[src/rtl/matmul_ctrl.sv]
// matmul_ctrl -- job sequencer in front of a systolic MAC array.
//
// One job: stream 2*num_macs_p operands from upstream into the array, wait for
// the array to go idle, pulse a flush, then forward num_macs_p results
// downstream and pulse done_o. The operand and result paths are combinational
// pass-throughs gated by state, so neither path adds latency.
//
// Ports
//   clk_i, reset_i             clock, synchronous active-high reset
//   start_i, abort_i           job start (IDLE only) / cancel (any other state)
//   in_valid_i/in_ready_o      upstream operand handshake, in_data_i operand
//   sa_valid_o/sa_ready_i      operand handshake to array, sa_data_o operand
//   sa_busy_i                  array is computing
//   sa_flush_o                 array flush strobe
//   sa_valid_i/sa_yumi_o       result handshake from array, sa_data_i result
//   out_valid_o/out_yumi_i     downstream result handshake, out_data_o result
//   done_o                     one-cycle job-complete pulse
//   state_o                    current state encoding
//   error_o                    watchdog error flag
//
// Build option: define MATMUL_CTRL_WATCHDOG_EN to add a stall watchdog that
// moves the block to ERROR after timeout_p cycles without progress in WAIT or
// DRAIN. Without it ERROR is unreachable and error_o is tied low.
module matmul_ctrl #(
  parameter int width_p        = 8,
  parameter int array_width_p  = 2,
  parameter int array_height_p = 2,
  parameter int timeout_p      = 1024
) (
  input  logic               clk_i,
  input  logic               reset_i,
  input  logic               start_i,
  input  logic               abort_i,
  input  logic               in_valid_i,
  output logic               in_ready_o,
  input  logic [width_p-1:0] in_data_i,
  output logic               sa_valid_o,
  input  logic               sa_ready_i,
  output logic [width_p-1:0] sa_data_o,
  input  logic               sa_busy_i,
  output logic               sa_flush_o,
  input  logic               sa_valid_i,
  output logic               sa_yumi_o,
  input  logic [width_p-1:0] sa_data_i,
  output logic               out_valid_o,
  input  logic               out_yumi_i,
  output logic [width_p-1:0] out_data_o,
  output logic               done_o,
  output logic [2:0]         state_o,
  output logic               error_o
);
  localparam int num_macs_p = array_width_p * array_height_p;
  localparam int ops_lp     = 2 * num_macs_p;
  localparam int cnt_w_lp   = $clog2(2 * num_macs_p + 1);

  if (timeout_p < 2) begin : g_bad_timeout
    $error("matmul_ctrl: timeout_p must be at least 2");
  end

  typedef enum logic [2:0] {
    IDLE  = 3'd0,
    LOAD  = 3'd1,
    WAIT  = 3'd2,
    FLUSH = 3'd3,
    DRAIN = 3'd4,
    ERROR = 3'd5
  } state_e;

  state_e              state;
  logic [cnt_w_lp-1:0] op_cnt, res_cnt;
  logic                done_q, wd_flush, wd_trip;
  logic                in_load, in_drain, op_xfer, res_xfer, op_last, res_last, abort_act;

  // Gating with reset keeps every handshake quiet during the reset cycle
  // itself, so nothing is transferred while progress is being discarded.
  assign in_load   = (state == LOAD) && !reset_i;
  assign in_drain  = (state == DRAIN) && !reset_i;
  assign abort_act = abort_i && (state != IDLE) && !reset_i;
  assign op_xfer   = in_load && in_valid_i && sa_ready_i;
  assign res_xfer  = in_drain && sa_valid_i && out_yumi_i;
  assign op_last   = op_xfer && (op_cnt == cnt_w_lp'(ops_lp - 1));
  assign res_last  = res_xfer && (res_cnt == cnt_w_lp'(num_macs_p - 1));

  assign sa_valid_o  = in_load && in_valid_i;
  assign in_ready_o  = in_load && sa_ready_i;
  assign sa_data_o   = in_data_i;
  assign out_valid_o = in_drain && sa_valid_i;
  assign sa_yumi_o   = res_xfer;
  assign out_data_o  = sa_data_i;
  assign sa_flush_o  = !reset_i && ((state == FLUSH) || abort_act || wd_flush);
  assign done_o      = done_q;
  assign state_o     = state;

`ifdef MATMUL_CTRL_WATCHDOG_EN
  localparam int wd_w_lp = $clog2(timeout_p + 1);
  logic [wd_w_lp-1:0] wd_cnt;
  logic               wd_dwell;

  // Dwell = a cycle in WAIT/DRAIN that neither leaves the state nor moves a
  // result; any other cycle restarts the count.
  assign wd_dwell = ((state == WAIT) && sa_busy_i) || ((state == DRAIN) && !res_xfer);
  assign wd_trip  = !reset_i && !abort_act && wd_dwell &&
                    (wd_cnt == wd_w_lp'(timeout_p - 1));

  always_ff @(posedge clk_i) begin
    if (reset_i || abort_act || !wd_dwell || wd_trip) wd_cnt <= '0;
    else                                              wd_cnt <= wd_cnt + 1'b1;
  end

  assign error_o = (state == ERROR);
`else
  assign wd_trip = 1'b0;
  assign error_o = 1'b0;
`endif

  always_ff @(posedge clk_i) begin
    if (reset_i) begin
      state    <= IDLE;
      op_cnt   <= '0;
      res_cnt  <= '0;
      done_q   <= 1'b0;
      wd_flush <= 1'b0;
    end else begin
      done_q   <= 1'b0;
      wd_flush <= 1'b0;
      if (abort_act) begin
        // Abort beats a simultaneous final transfer: no done pulse.
        state   <= IDLE;
        op_cnt  <= '0;
        res_cnt <= '0;
      end else if (wd_trip) begin
        state    <= ERROR;
        wd_flush <= 1'b1;
      end else begin
        unique case (state)
          IDLE: if (start_i) begin
            state   <= LOAD;
            op_cnt  <= '0;
            res_cnt <= '0;
          end
          LOAD: if (op_xfer) begin
            op_cnt <= op_cnt + 1'b1;
            if (op_last) state <= WAIT;
          end
          WAIT:  if (!sa_busy_i) state <= FLUSH;
          FLUSH: state <= DRAIN;
          DRAIN: if (res_xfer) begin
            res_cnt <= res_cnt + 1'b1;
            if (res_last) begin
              state  <= IDLE;
              done_q <= 1'b1;
            end
          end
          ERROR: ;  // held until abort or reset
          default: state <= IDLE;
        endcase
      end
    end
  end
endmodule

[config.mk]
export PLATFORM = sky130hd
export DESIGN_NAME = matmul_ctrl
export DESIGN_NICKNAME = d
export VERILOG_FILES = /design/src/rtl/matmul_ctrl.sv
export SDC_FILE = /design/constraint.sdc
export NUM_CORES = 1
export LEC_CHECK = 0
export CORE_ASPECT_RATIO = 0.9
export CORE_MARGIN = 4
export CORE_UTILIZATION = 36
export DETAILED_ROUTE_END_ITERATION = 7
export HOLD_SLACK_MARGIN = 0.03
export PLACE_DENSITY = 0.83
export SLEW_MARGIN = 20
export SYNTH_ARGS = -nofsm -noshare
export SYNTH_HDL_FRONTEND = slang
export SYNTH_SLANG_ARGS = --single-unit
export TNS_END_PERCENT = 100
[constraint.sdc]
create_clock -name clk_i -period 2 [get_ports clk_i]
set_input_delay 0.4 -clock clk_i [delete_from_list [all_inputs] [get_ports clk_i]]
set_output_delay 0.4 -clock clk_i [all_outputs]
set_load 0.01 [all_outputs]
## Word-level counts from Yosys, hierarchy flattened

Cells that the tools add are included.

| operators by class | value |
|---|---|
| bitwise logic cells | 3 |
| mux-type cells | 13 |
| reductions and logical operators | 23 |
| $add $sub $neg | 2 |
| equal/unequal tests | 13 |

Operator list:

| cell | count |
|---|---|
| 3-bit 2-to-1 mux | 6 |
| 3-bit one-hot mux with 6 select lines | 1 |
| 4-bit one-hot mux with 2 select lines | 2 |
| 1-bit logical AND | 12 |
| 4-bit 2-to-1 mux | 3 |
| 2-bit inequality test (second input constant) | 6 |
| 4-bit by 1-bit adder with 4-bit output (second input constant) | 2 |
| 7-bit AND reduction | 1 |
| 3-bit by 2-bit equality test with 1-bit output (second input constant) | 2 |
| 3-bit equality test (second input constant) | 2 |
| 3-bit AND reduction | 2 |
| 4-bit by 2-bit equality test with 1-bit output (second input constant) | 1 |
| 4-bit by 3-bit equality test with 1-bit output (second input constant) | 1 |
| 2-bit nonzero test | 2 |
| 4-bit OR reduction | 1 |
| 3-bit by 1-bit equality test with 1-bit output (second input constant) | 1 |
| 3-bit logical NOT | 1 |
| 1-bit NOT | 3 |
| 3-bit nonzero test | 1 |
| 2-bit OR reduction | 1 |
| 1-bit logical NOT | 1 |
| 1-bit logical OR | 1 |
| 1-bit 2-to-1 mux | 1 |

| storage, ports and cells | value |
|---|---|
| register bits after elaboration | 12 |

## Logic depth before layout (Yosys ltp)

Gate-level depths: netlist (run 1).

| depth | value |
|---|---|
| depth in word-level cells | 8 |
| gate-level depth with buffers | 6 |
| mapped depth without buffers | 5 |

## Worst setup path before layout (run 1)

OpenSTA, ideal clock, no wires.

| path | value |
|---|---|
| path kind | register -> register |
| from | register op_cnt[0] |
| to | register state[1], in the netlist state_o[1] |
| stages on the path, launching flop included | 6 |
| setup time | 103 ps |
| setup slack | 388 ps |
| arrival time | 1509 ps |
| clock period less this slack | 1612 ps |
| cells stage by stage | dfxtp_1 ha_1 nor4bb_1 nand3_1 or3b_1 a2111oi_2 |

| on the way | value |
|---|---|
| cells in the longest elaborated chain, start to end | 4 |

Ends and longest elaborated chain:

| element | RTL line | RTL |
|---|---|---|
| start: declaration | 70 | `logic [cnt_w_lp-1:0] op_cnt, res_cnt;` |
| start signal: assignment | 142 | `op_cnt <= op_cnt + 1'b1;` |
| 4-bit by 3-bit equality test with 1-bit output | 81 | `assign op_last = op_xfer && (op_cnt == cnt_w_lp'(ops_lp - 1));` |
| 1-bit logical AND | 81 |  |
| 2-bit inequality test (no source line) | - |  |
| 7-bit AND reduction (no source line) | - |  |
| end signal: assignment | 118 | `state <= IDLE;` |
| end signal: assignment | 128 | `state <= IDLE;` |
| end signal: assignment | 132 | `state <= ERROR;` |
| end: declaration | 69 | `state_e state;` |

No other way between the ends.
A chain may end at the register's enable or synchronous reset.

## Worst setup path in the final report (run 1)

| path | value |
|---|---|
| from | input sa_valid_i |
| to | output sa_yumi_o |

| on the way | value |
|---|---|
| cells in the longest elaborated chain, start to end | 2 |

Ends and longest elaborated chain:

| element | RTL line | RTL |
|---|---|---|
| start: declaration | 42 | `input logic sa_valid_i,` |
| 1-bit logical AND (2 in series) | 80 | `assign res_xfer = in_drain && sa_valid_i && out_yumi_i;` |
| end: declaration | 43 | `output logic sa_yumi_o,` |

No other way between the ends.

==> metrics.csv, run 1 <==
stage,metric,value,unit
global_routing,number of global-route vias before repair,660,
clock_tree,Num CTS Buffers,3,
clock_tree,CTS tree,done,
power,Sw Pwr,0.127,mW
synthesis,Mapped Area,803,um^2
power,P_int,0.401,mW
power,Seq pwr share,48.3,%
setup_path,"slowest stage delay, CP",0.48,ns
power,PwrDens,550,nW/um^2
global_routing,first-pass GRT wire length,2880,um
setup_path,CP Capture Type,output port,
sta,Hold WS,0.492,ns
clock_tree,Worst-Skew Late Latency,0.28,ns
setup_path,origin of the critical flop-to-flop path,op_cnt[0],
cells_and_area,area delta synth->final,19.6,%
die,Die Wd,57.8,um
route,wire per inst,13.2,um
setup_path,Reg-to-Reg End,state_o[1],
die,Site Rows,15,
sta,Final Hold Fails,0,
placed_design,post-DP HPWL,1300,um
clock_tree,Root Driver,clkbuf_4,
placed_design,Placed Area,920,um^2
placed_design,Placer Congestion,0.767,
sta,final cycle utilization of the critical path,96.0,%
hold_path,min-delay src,reset_i,
global_routing,largest net degree at the start of global routing,12,
setup_path,Crit Path Max Fanout,2,
synthesis,"flops & latches, synth",12,
sta,minimum clock period after layout,1.92,ns
die,core box area,2010,um^2
hold_path,hold depth,3,
sta,unrepaired setup endpoints after global routing,no,
sta,Slew headroom,57.6,%
clock_tree,clock-pin transition on the worst setup and hold timing paths,0.09,ns
synthesis,"area leader, netlist",dfxtp_1,
route,Initial DRC Count,5,
setup_path,Worst setup SP type,input port,
hold_path,worst hold endpoint,state_o[0],
global_routing,initial antenna violation count,0,
sta,clk_skew,0.0143,ns
route,DRC Markers,0,
route,Final ANT Viol Nets,0,
cells_and_area,Final #Nets,134,
setup_path,Worst R2R Setup Slack,0.24,ns
power,Lkg Pwr,0.396,nW
die,Top Ports,51,
clock_tree,CTS H-tree lvls,1,
setup_path,worst path bufs/invs,2,
route,Routed WL,1730,um
synthesis,Syn Inst Count,98,
placed_design,placed cell count,127,
synthesis,sequential fraction of the synthesis area,29.9,%
route,via count,674,
power,clock power share,36.6,%
power,Comb power frac,15.2,%
power,Sw Ratio,24.0,%
synthesis,post-synth top area share,29.9,%
clock_tree,clk sinks,12,
sta,setup violators final,0,
run_status,status,"finished, final reports clean",
die,DIE HEIGHT,52.8,um
cells_and_area,design area,961,um^2
sta,fmax,521,MHz
setup_path,"Arr. time, crit path",1.52,ns
cells_and_area,Fillers,201,
synthesis,asr flop ratio synth,0,%
setup_path,worst path required time,1.60,ns
die,initial core utilization,40.0,%
placed_design,PortBufs,17,
synthesis,top post-synthesis cells by area,"dfxtp_1, buf_4, nor2_1",
synthesis,Post-synth EDFFs,0,
synthesis,Synth Flop Type,dfxtp_1,
global_routing,gr usage total,12.2,%
setup_path,critical path class,in -> out,
cells_and_area,final std cells w/o fill,131,
setup_path,"Slowest-stage cell, CP",clkdlybuf4s50_1,
sta,final max-slew violation count,0,
sta,Final WS setup,0.0798,ns
cells_and_area,final core utilization,47.9,%
hold_path,Hold Crit Class,in -> reg,
setup_path,CP cell instances,"clkdlybuf4s50_1, and4bb_2, and2_1, dlygate4sd2_1",
clock_tree,Max Buffers Root-to-Sink,2,
cells_and_area,share of layout cells above drive strength 1,16.0,%
power,maximum vdd drop,0.395,mV
synthesis,syn avg cell area,8.20,um^2
synthesis,Syn Nets,125,
clock_tree,Post-CTS Setup Bufs,0,
setup_path,"delay-heaviest family, CP",buffers and inverters,
synthesis,Netlist cell types,32,
synthesis,warnings from Yosys,0,
setup_path,R2R depth,5,
route,vias per std cell,5.15,
sta,worst slew pin tran,0.635,ns
global_routing,GRT overflow,0,
die,area of the die,3050,um^2
cells_and_area,Antenna Cells,0,
route,First-pass DRT Iterations,4,
run,Max Cap Viol,0,
placed_design,DP Worst Slack,-0.250,ns
[Yosys cell counts, drive strengths merged (2+ instances only)]
master	n
buf	19
nor2	14
dfxtp	12
nand3	5
and3	4
a21oi	3
mux2i	3
nor2b	3
o21ai	3
xnor2	3
xor2	3
a211oi	2
clkbuf	2
ha	2
nand2	2
nand2b	2
nor3	2
[cell usage in the layout (no fill, tap or decap), types with 2 or more instances in the layout]
cell,instances
buf_4,7
clkbuf_4,3
nand2_1,2
nor3_1,2
clkdlybuf4s50_1,11
a21oi_1,3
nand3_1,5
xor2_1,3
mux2i_1,3
nor2_1,14
a211oi_1,2
nand2b_1,2
nor2b_1,2
xnor2_1,3
and3_1,4
dlygate4sd2_1,4
dfxtp_1,11
o21ai_0,3
ha_1,2
[per-layer routing]
| metal | vias up | global-route usage [%] | routed length, um |
|---|---|---|---|
| li1 | 334 | - | - |
| met1 | 302 | 13.4 | 738 |
| met2 | 24 | 19.2 | 746 |
| met3 | 14 | 6.16 | 192 |
| met4 | 0 | 6.95 | 49 |
| met5 | - | 0 | 0 |
[final cells by class]
| cell class | instances | area (um^2) | area share [%] |
|---|---|---|---|
| flip-flops and latches | 12 | 241 | 25.1 |
| well taps | 25 | 31.3 | 3.26 |
| inverters | 1 | 3.75 | 0.391 |
| multi-input cells | 64 | 417 | 43.4 |
| repair buffers | 25 | 231 | 24.1 |
| clock buffers | 4 | 36.3 | 3.78 |
[worst max-delay path by stage]
| stage | from | endpoint | cells after the start |
|---|---|---|---|
| finish | sa_valid_i | sa_yumi_o | 4 |
| global route | sa_valid_i | sa_yumi_o | 4 |
| CTS | reset_i | in_ready_o | 5 |
| detailed placement | reset_i | in_ready_o | 5 |
| global placement | reset_i | sa_yumi_o | 4 |
| floorplan | op_cnt[0] | state_o[1] | 5 |
[stage by stage]
stage	total power, mW	setup TNS (ns)
finish	0.528	0
global route	0.564	0
CTS	0.533	0
detailed placement	0.340	-1.28
global placement	0.336	-1.12
floorplan	0.331	0
[worst min-delay path: stages]
cell            delay [ns]
dlymetal6s2s_1        0.13
buf_6                 0.16
a21oi_1               0.05
[state kept, by name, summed over array words and instances, names as in the netlist]
name	flops
state_o	3
done_o	1
op_cnt	4
res_cnt	4
[cell families (layout without fill, tap and decap cells)]
logic type / after synthesis / count (layout) / synth area share (%)
AO/OA/AOI/OAI: 12 / 12 / 10.6
XOR/XNOR: 6 / 6 / 6.54
adder cells (fa/ha/maj): 2 / 2 / 3.11
buffers and inverters: 22 / 30 / 18.5
flip-flops: 12 / 12 / 29.9
multiplexers: 3 / 3 / 3.74
other: 1 / 1 / 0.467
AND/OR/NAND/NOR: 40 / 40 / 27.1
[power groups by stage]
stage / logic (mW) / registers [mW] / clock network, mW
4_1_cts: 0.0800 / 0.255 / 0.199
3_5_place_dp: 0.0806 / 0.260 / 0
6_report: 0.0802 / 0.255 / 0.193
3_3_place_gp: 0.0775 / 0.259 / 0
2_1_floorplan: 0.0743 / 0.257 / 0
5_1_grt: 0.0900 / 0.256 / 0.218
[timing repair]
action / in CTS / in global routing
hold endpoints to repair: 0 / 0
setup endpoints to repair: 5 / 2
hold buffers: 0 / 0
resized for setup: 7 / 3
Power figures use the tool's default switching activity.
==> inputs of run 2 (changes only) <==
--- a/config.mk
+++ b/config.mk
@@ -10,6 +10,7 @@
 export CORE_UTILIZATION = 36
 export DETAILED_ROUTE_END_ITERATION = 7
 export HOLD_SLACK_MARGIN = 0.03
+export MAX_ROUTING_LAYER = met4
 export PLACE_DENSITY = 0.83
 export SLEW_MARGIN = 20
 export SYNTH_ARGS = -nofsm -noshare
==> results of run 2 <==
The final DEF is identical to that of run 1; final timing and power are the same.
Main changes from that run: final weighted congestion in routability-driven placement 0.767 -> 0.777; overall routing resource usage 12.2% -> 12.6%
==> inputs of run 3 (changes only) <==
--- a/config.mk
+++ b/config.mk
@@ -5,10 +5,12 @@
 export SDC_FILE = /design/constraint.sdc
 export NUM_CORES = 1
 export LEC_CHECK = 0
+export ABC_AREA = 0
 export CORE_ASPECT_RATIO = 0.9
 export CORE_MARGIN = 4
 export CORE_UTILIZATION = 36
 export DETAILED_ROUTE_END_ITERATION = 7
+export GPL_TIMING_DRIVEN = 0
 export HOLD_SLACK_MARGIN = 0.03
 export MAX_ROUTING_LAYER = met4
 export PLACE_DENSITY = 0.83
==> run 3 against run 2 <==
Compared with the run above: hold slack better by 0.036 ns; largest cell class is now non-clock buffers; sequential power hardly changed; first-iteration DRC count is 40% higher; clock power is 4% higher; total power is 12% higher; core utilization is 13 points higher; flip-flop and latch count stayed put; combinational power is 76% higher; global-route usage is 0.80 points higher; via count is 16% higher; critical path depth stayed put.
==> metrics.csv, run 3 (synthesis results as in run 1) <==
stage,metric,value,unit
sta,unrepaired setup endpoints after global routing,no,
die,DIE HEIGHT,52.8,um
cells_and_area,final core utilization,60.7,%
sta,final max-slew violation count,0,
clock_tree,Worst-Skew Late Latency,0.28,ns
power,Lkg Pwr,0.507,nW
sta,Final Hold Fails,0,
setup_path,critical path class,in -> out,
global_routing,largest net degree at the start of global routing,11,
setup_path,R2R depth,5,
setup_path,"slowest stage delay, CP",0.47,ns
power,Comb power frac,23.8,%
route,vias per std cell,4.88,
sta,worst slew pin tran,0.603,ns
route,Initial DRC Count,7,
die,area of the die,3050,um^2
clock_tree,Num CTS Buffers,3,
cells_and_area,design area,1220,um^2
placed_design,Placer Congestion,0.774,
global_routing,GRT overflow,0,
setup_path,Crit Path Max Fanout,5,
cells_and_area,"commonest cells after routing, fill and taps aside","clkdlybuf4s50_1, buf_4, nor2_1, dfxtp_1",
clock_tree,CTS tree,done,
cells_and_area,share of layout cells above drive strength 1,23.7,%
setup_path,worst path required time,1.60,ns
run_status,status,"finished, final reports clean",
clock_tree,clk sinks,12,
clock_tree,CTS H-tree lvls,1,
route,DRC Markers,0,
cells_and_area,Antenna Cells,0,
sta,clk_skew,0.00270,ns
global_routing,number of global-route vias before repair,703,
die,Die Wd,57.8,um
global_routing,initial antenna violation count,0,
route,Final ANT Viol Nets,0,
hold_path,hold depth,2,
die,Top Ports,51,
power,maximum vdd drop,0.378,mV
power,Seq pwr share,42.5,%
sta,fmax,518,MHz
route,First-pass DRT Iterations,4,
cells_and_area,area delta synth->final,51.7,%
sta,minimum clock period after layout,1.93,ns
clock_tree,Root Driver,clkbuf_4,
placed_design,PortBufs,33,
hold_path,Hold Crit Class,reg -> reg,
die,core box area,2010,um^2
route,Routed WL,1960,um
sta,final cycle utilization of the critical path,96.6,%
clock_tree,clock-pin transition on the worst setup and hold timing paths,0.08,ns
route,wire per inst,12.3,um
clock_tree,Post-CTS Setup Bufs,0,
power,clock power share,33.7,%
power,Sw Ratio,25.1,%
sta,Slew headroom,59.8,%
sta,setup violators final,0,
placed_design,post-DP HPWL,1560,um
global_routing,gr usage total,13.4,%
global_routing,first-pass GRT wire length,3000,um
power,Sw Pwr,0.149,mW
die,initial core utilization,40.0,%
cells_and_area,Final #Nets,163,
clock_tree,Max Buffers Root-to-Sink,2,
setup_path,"Arr. time, crit path",1.53,ns
route,via count,780,
setup_path,CP cell instances,"clkdlybuf4s50_1, and4bb_2, and2_4, clkdlybuf4s15_2",
die,Site Rows,15,
run,Max Cap Viol,0,
cells_and_area,"commonest non-fill, non-tap cell in the layout",clkdlybuf4s50_1,
setup_path,"Slowest-stage cell, CP",clkdlybuf4s50_1,
setup_path,CP Capture Type,output port,
power,P_int,0.444,mW
power,PwrDens,486,nW/um^2
placed_design,Placed Area,1160,um^2
setup_path,Worst setup SP type,input port,
## run 3: routing by layer
layer	vias to the layer above	track usage, %	wire [um]
met1	338	15.0	848
li1	391	-	-
met4	0	8.11	33
met2	49	20.7	849
met5	-	-	0
met3	2	4.43	232
## run 3: cell type report
class,instances,area (um^2)
buffer,21,155
clock buffer,4,36.3
fill,181,790
inverter,1,3.75
multi-input combinational,64,424
sequential,12,243
tap,25,31.3
timing repair buffer,33,325
## run 3: repair_timing
item                       in CTS  in global routing
hold buffers                    0                  0
gates resized for setup        17                  2
setup endpoints to repair       5                  1
pin swaps                       1                  0
## run 3: power groups by stage
| stage | Sequential, mW | Combinational (mW) | Clock (mW) |
|---|---|---|---|
| 2_1_floorplan | 0.257 | 0.0743 | 0 |
| 3_3_place_gp | 0.257 | 0.139 | 0 |
| 3_5_place_dp | 0.257 | 0.141 | 0 |
| 4_1_cts | 0.252 | 0.142 | 0.207 |
| 5_1_grt | 0.253 | 0.153 | 0.216 |
| 6_report | 0.252 | 0.141 | 0.200 |
## run 3: path summary, 6_finish.rpt
| check | from | to | slack (ns) |
|---|---|---|---|
| min | op_cnt[3] | op_cnt[3] | 0.53 |
| max reg2reg | op_cnt[0] | state_o[1] | 0.24 |
| max | sa_valid_i | sa_yumi_o | 0.07 |
| min reg2reg | op_cnt[3] | op_cnt[3] | 0.53 |
## run 3: worst max-delay path: cells and delay by family
kind,cells,cell delay [ns]
simple gates,2,0.45
buf+inv,2,0.68
## run 3: per-stage QoR
stage / hold slack [ns] / setup slack [ns] / setup TNS (ns) / power, mW / std cells
2_1_floorplan: 0.469 / 0.388 / 0 / 0.331 / 98
3_3_place_gp: 0.494 / -0.493 / -1.37 / 0.396 / 156
3_5_place_dp: 0.506 / -0.504 / -1.46 / 0.398 / 156
4_1_cts: 0.533 / 0.0528 / 0 / 0.601 / 160
5_1_grt: 0.561 / 0.0133 / 0 / 0.622 / 160
6_report: 0.528 / 0.0676 / 0 / 0.593 / 160
